## src/rtl/imm_gen_pipe.sv

```systemverilog
// Decode-stage immediate generator: extracts/extends RV32I/RV64I immediates behind a
// valid/ready output register plus one skid entry. Define IMM_GEN_PC_TARGET_EN to add PC+imm.
module imm_gen_pipe #(
    parameter int unsigned XLEN   = 32,
    parameter int unsigned INST_W = 32
) (
    input  logic              i_CLK,
    input  logic              i_RST_n,
    input  logic              i_VALID,
    output logic              o_READY,
    input  logic [INST_W-1:0] i_INST_D,
    input  logic [2:0]        i_Inst_Type,
    input  logic              i_FLUSH,
    output logic              o_VALID,
    input  logic              i_READY_OUT,
    output logic [XLEN-1:0]   o_ImmEXT_D,
`ifdef IMM_GEN_PC_TARGET_EN
    input  logic [XLEN-1:0]   i_PC,
    output logic [XLEN-1:0]   o_TARGET,
`endif
    output logic              o_ILLEGAL
);

    typedef enum logic [2:0] {
        TypeI     = 3'b000,
        TypeS     = 3'b001,
        TypeB     = 3'b010,
        TypeJ     = 3'b011,
        TypeU     = 3'b100,
        TypeZimm  = 3'b101,
        TypeShamt = 3'b110,
        TypeRsvd  = 3'b111
    } inst_type_e;

    logic [31:0]     imm32;
    logic [XLEN-1:0] imm_new;
    logic            ill_new;
    logic            unused_opcode;

    assign unused_opcode = ^i_INST_D[6:0];

    // Zero-extended formats leave bit 31 clear, so one sign extension from bit 31 serves all.
    always_comb begin
        imm32   = '0;
        ill_new = 1'b0;
        case (inst_type_e'(i_Inst_Type))
            TypeI: imm32 = {{20{i_INST_D[31]}}, i_INST_D[31:20]};
            TypeS: imm32 = {{20{i_INST_D[31]}}, i_INST_D[31:25], i_INST_D[11:7]};
            TypeB: imm32 = {{19{i_INST_D[31]}}, i_INST_D[31], i_INST_D[7], i_INST_D[30:25],
                            i_INST_D[11:8], 1'b0};
            TypeJ: imm32 = {{11{i_INST_D[31]}}, i_INST_D[31], i_INST_D[19:12], i_INST_D[20],
                            i_INST_D[30:21], 1'b0};
            TypeU: imm32 = {i_INST_D[31:12], 12'b0};
            TypeZimm: imm32 = {27'b0, i_INST_D[19:15]};
            TypeShamt: begin
                if (XLEN == 64) imm32 = {26'b0, i_INST_D[25:20]};
                else            imm32 = {27'b0, i_INST_D[24:20]};
            end
            default: ill_new = 1'b1;
        endcase
    end

    if (XLEN > 32) begin : g_ext
        assign imm_new = {{(XLEN-32){imm32[31]}}, imm32};
    end else begin : g_noext
        assign imm_new = imm32;
    end

    logic            out_valid_q, out_valid_d;
    logic [XLEN-1:0] out_imm_q, out_imm_d;
    logic            out_ill_q, out_ill_d;
    logic            skid_valid_q, skid_valid_d;
    logic [XLEN-1:0] skid_imm_q, skid_imm_d;
    logic            skid_ill_q, skid_ill_d;
    logic            ready_q, ready_d;
    logic            push, pop;

`ifdef IMM_GEN_PC_TARGET_EN
    logic [XLEN-1:0] tgt_new;
    logic [XLEN-1:0] out_tgt_q, out_tgt_d;
    logic [XLEN-1:0] skid_tgt_q, skid_tgt_d;

    assign tgt_new = i_PC + imm_new;
`endif

    assign push = i_VALID && ready_q;
    assign pop  = out_valid_q && i_READY_OUT;

    always_comb begin
        out_valid_d  = out_valid_q;
        out_imm_d    = out_imm_q;
        out_ill_d    = out_ill_q;
        skid_valid_d = skid_valid_q;
        skid_imm_d   = skid_imm_q;
        skid_ill_d   = skid_ill_q;
`ifdef IMM_GEN_PC_TARGET_EN
        out_tgt_d    = out_tgt_q;
        skid_tgt_d   = skid_tgt_q;
`endif
        if (i_FLUSH) begin
            out_valid_d  = 1'b0;
            skid_valid_d = 1'b0;
        end else if (!out_valid_q || pop) begin
            // Skid full implies o_READY low, so push and skid drain never coincide.
            if (skid_valid_q) begin
                out_valid_d  = 1'b1;
                out_imm_d    = skid_imm_q;
                out_ill_d    = skid_ill_q;
                skid_valid_d = 1'b0;
`ifdef IMM_GEN_PC_TARGET_EN
                out_tgt_d    = skid_tgt_q;
`endif
            end else if (push) begin
                out_valid_d = 1'b1;
                out_imm_d   = imm_new;
                out_ill_d   = ill_new;
`ifdef IMM_GEN_PC_TARGET_EN
                out_tgt_d   = tgt_new;
`endif
            end else begin
                out_valid_d = 1'b0;
            end
        end else if (push) begin
            skid_valid_d = 1'b1;
            skid_imm_d   = imm_new;
            skid_ill_d   = ill_new;
`ifdef IMM_GEN_PC_TARGET_EN
            skid_tgt_d   = tgt_new;
`endif
        end
        ready_d = !skid_valid_d;
    end

    always_ff @(posedge i_CLK or negedge i_RST_n) begin
        if (!i_RST_n) begin
            out_valid_q  <= 1'b0;
            out_imm_q    <= '0;
            out_ill_q    <= 1'b0;
            skid_valid_q <= 1'b0;
            skid_imm_q   <= '0;
            skid_ill_q   <= 1'b0;
            ready_q      <= 1'b0;
`ifdef IMM_GEN_PC_TARGET_EN
            out_tgt_q    <= '0;
            skid_tgt_q   <= '0;
`endif
        end else begin
            out_valid_q  <= out_valid_d;
            out_imm_q    <= out_imm_d;
            out_ill_q    <= out_ill_d;
            skid_valid_q <= skid_valid_d;
            skid_imm_q   <= skid_imm_d;
            skid_ill_q   <= skid_ill_d;
            ready_q      <= ready_d;
`ifdef IMM_GEN_PC_TARGET_EN
            out_tgt_q    <= out_tgt_d;
            skid_tgt_q   <= skid_tgt_d;
`endif
        end
    end

    assign o_VALID    = out_valid_q;
    assign o_ImmEXT_D = out_imm_q;
    assign o_ILLEGAL  = out_ill_q;
    assign o_READY    = ready_q;
`ifdef IMM_GEN_PC_TARGET_EN
    assign o_TARGET   = out_tgt_q;
`endif

endmodule

```

## config.mk

```make
export PLATFORM = sky130hd
export DESIGN_NAME = imm_gen_pipe
export DESIGN_NICKNAME = d
export VERILOG_FILES = /design/src/rtl/imm_gen_pipe.sv
export SDC_FILE = /design/constraint.sdc
export NUM_CORES = 1
export LEC_CHECK = 0
export CORE_UTILIZATION = 25
export DETAILED_ROUTE_END_ITERATION = 8
export SLEW_MARGIN = 40
export SYNTH_ARGS = -nofsm -noshare
export SYNTH_HDL_FRONTEND = slang
export SYNTH_SLANG_ARGS = --single-unit
```

## constraint.sdc

```tcl
create_clock -name i_CLK -period 1.8 [get_ports i_CLK]
set_input_delay 0.36 -clock i_CLK [delete_from_list [all_inputs] [get_ports i_CLK]]
set_output_delay 0.36 -clock i_CLK [all_outputs]
set_load 0.01 [all_outputs]
```

==> reports/qor.yml, run 1 <==
post-route-min-period_ns: 1.669
required_ns: 2.06
fin_crit_sh_pct: 92.70
cp-start-kind: "primary input"
ys_ff_latch: 69
grt_overflow: 0
synth_area_leaders: "dfrtp_1 (50%), nand2_1 (8.3%), o21ai_0 (6.3%)"
p_per_area_mw_per_mm2: 971.0
dp_hpwl_mm: 6.405
cts_buffers: 9
synth_nets: 415
cp_max_fo: 11
hold_viol: 0
report.final.slew_viol_count: 0
grt_pass1_wl_mm: 15.05
drcViolationCount: 0
critPathTopFamily: "simple AND/OR/NAND/NOR gates"
cts_root_buf: "clkbuf_16"
wl_per_cell_um: 14.36
cp_cell_sequence: "clkdlybuf4s50_1, nor2b_2, a21oi_1, o21ai_0, mux2_2"
io_pins: 75
clk_pin_slew_worst_paths_ns: 0.05
cts_tree: "done"
die_w_um: 119.0
cts_buffer_depth: 2
synth_warnings: 0
grt_use_total_pct: 13.60
vias: 2939
initial_core_util_pct: 25.74
die_h_um: 119.0
p_switching_mw: 1.225
outcome: "completed"
hold_path_class: "primary input to async pin"
clock_latency_ns: 0.33
swShare_pct: 26.78
yosysTopAreaCellShare_pct: 50.46
postRouteWirelength_mm: 9.021
layout.nets: 487
dr.pass1.iters: 5
worstPathArrival_ns: 1.93
h-tree-depth: 3
drt-initial-drc-count: 179
power.share.combinational_pct: 21.4
p_leak_nw: 1.985
seqPwrFrac_pct: 43.2
internal-power_mw: 3.351
crit_path_max_incr_delay_ns: 0.52
die_area_sq_mm: 0.01416
yosys.area.top_type: "dfrtp_1"
worstSetupPathType: "primary input to flop"
power_frac_clock_pct: 35.4
setup_viol: 0
io_buffers: 67
ys_types: 31
worst-path-buf-inv: 1
antenna_found_initial: 0
synthCells: 375
drv_cap: 0
seq_area_frac_synth_pct: 50.46
postSynthAreaPerCell_sq_um: 9.125
timing.fmax_ghz: 0.5993
fin_worst_skew_ns: 0.006806
relSlewSlack_pct: 60.46
grt_pass1_vias: 2907
finalSetupTns_ns: 0
ir_drop_v: 0.0004481
crit_path_top_delay_cell: "nor2b_2"
clock_sinks: 69
core_area_sq_mm: 0.01330
rsz0062_at_grt: "no"
worstMarginPinSlew_ns: 0.5904
placed_cells: 612
syn_area_sq_mm: 0.003422
postRouteAntennaNets: 0
place_congestion: 0.7810
n_antenna_cell: 0
area_growth_pct: 37.73
num_rows: 42
layout-drive-gt1-share_pct: 15.04
end_kind: "flop"
grt_max_degree: 70
avgViaCountPerCell: 4.680
layout.cells.non_filler: 628
kinds of logic after synthesis:
group	Yosys count	synth area share [%]
AO/OA/AOI/OAI	107	17.88
flip-flops	69	50.46
buffers and inverters	35	4.534
multiplexers	22	7.020
AND/OR/NAND/NOR	141	19.63
XOR/XNOR	1	0.4754
placed cells by master (no fill, tap or decap), types with 11 or more instances in the layout:
cell,count
nand2_1,76
dfrtp_1,69
clkdlybuf4s50_1,65
o21ai_0,43
a21oi_1,38
nand3_1,22
buf_4,21
mux2_2,16
nand3b_1,14
nor2_1,11
final timing paths:
check	to	startpoint	cells after the start	slack, ns
worst max-delay path	o_ImmEXT_D[29]$_DFFE_PN0P_	i_Inst_Type[2]	5	0.13
worst min-delay path	o_ImmEXT_D[5]$_DFFE_PN0P_	i_RST_n	2	0.06
worst max register to register	o_ImmEXT_D[13]$_DFFE_PN0P_	skid_valid_q$_DFF_PN0_	6	0.37
worst min register to register	o_ImmEXT_D[6]$_DFFE_PN0P_	o_ImmEXT_D[6]$_DFFE_PN0P_	2	0.47
max in group asynchronous	skid_imm_q[31]$_DFFE_PN0P_	i_RST_n	2	1.46
min in group i_CLK	o_ImmEXT_D[6]$_DFFE_PN0P_	o_ImmEXT_D[6]$_DFFE_PN0P_	2	0.47
cell usage after synthesis (all sizes together):
library cell  number
xor2               1
nand2b             3
buf               18
a21o               1
nand3b            14
o21ai             47
and3               1
a31o               1
o21a               1
a211oi             2
dfrtp             69
nor2b              3
nand2             76
mux2              16
nor4b              1
nor3               1
inv                3
or3                2
nor2              11
a22oi              4
nor3b              7
nand3             22
o211ai            13
mux2i              6
clkbuf            14
a21oi             38
registers in the layout, indices dropped and copies added, names as in the netlist:
register / cells
o_VALID: 1
skid_ill_q: 1
o_ImmEXT_D: 32
skid_imm_q: 32
o_READY: 1
o_ILLEGAL: 1
skid_valid_q: 1
power by group through the flow:
stage               sequential [mW]  clock [mW]  combinational, mW
floorplan                      2.03           0              0.405
global placement               1.99           0              0.969
detailed placement             2.01           0              0.991
CTS                            1.98        1.67              0.996
global route                   2.01        1.75               1.09
finish                         1.98        1.62              0.981
layer usage:
| layer | wire [um] | vias to the layer above | part of all wire [%] | track usage [%] |
|---|---|---|---|---|
| li1 | - | 1448 | - | - |
| met1 | 4193 | 1387 | 46 | 18.16 |
| met2 | 4193 | 85 | 46 | 20.57 |
| met3 | 424 | 19 | 4.7 | 3.352 |
| met4 | 209 | 0 | 2.3 | 6.329 |
| met5 | 0 | - | 0 | 0 |
worst register-to-register path, delay by kind of cell, from the launching register on:
kind	cells	cell delay, ns
flip-flops	1	0.41
buffers and inverters	2	0.32
AND/OR/NAND/NOR	2	0.29
AO/OA/AOI/OAI	2	0.29
per-stage QoR:
| step | util [%] | hold slack, ns | setup WS (ns) | instance area [sq um] | total power [mW] |
|---|---|---|---|---|---|
| after CTS | 35.38 | 0.06975 | 0.006032 | 4703 | 4.649 |
| after detailed placement | 33.28 | 0.4223 | -0.3396 | 4424 | 2.996 |
| after global routing | 35.45 | 0.09177 | 0.02720 | 4713 | 4.849 |
| after global placement | 33.26 | 0.4157 | -0.3852 | 4422 | 2.963 |
| after floorplan | - | 0.06441 | 0.2597 | 3422 | 2.436 |
| final | 35.45 | 0.05981 | 0.1313 | 4713 | 4.576 |
area by class of cell:
cell class	count	area, sq um
Clock inverter	4	22.52
Inverter	3	11.26
Sequential cell	69	1727
Fill cell	1319	8582
Clock buffer	12	256.5
Multi-Input combinational cell	271	1550
Tap cell	176	220.2
Timing Repair Buffer	93	925.9
repair_timing:
item / in CTS / in global routing
setup buffers: 0 / 0
gates resized for setup: 0 / 3
endpoints found under the setup margin: 0 / 25
hold buffers: 0 / 0
(Power assumes the default switching activity.)
==> run 2: changes to the inputs <==
--- a/config.mk
+++ b/config.mk
@@ -7,6 +7,7 @@
 export LEC_CHECK = 0
 export CORE_UTILIZATION = 25
 export DETAILED_ROUTE_END_ITERATION = 8
+export SKIP_CTS_REPAIR_TIMING = 1
 export SLEW_MARGIN = 40
 export SYNTH_ARGS = -nofsm -noshare
 export SYNTH_HDL_FRONTEND = slang
==> results of run 2 <==
No change in the layout: final DEF, timing and power equal those of run 1.
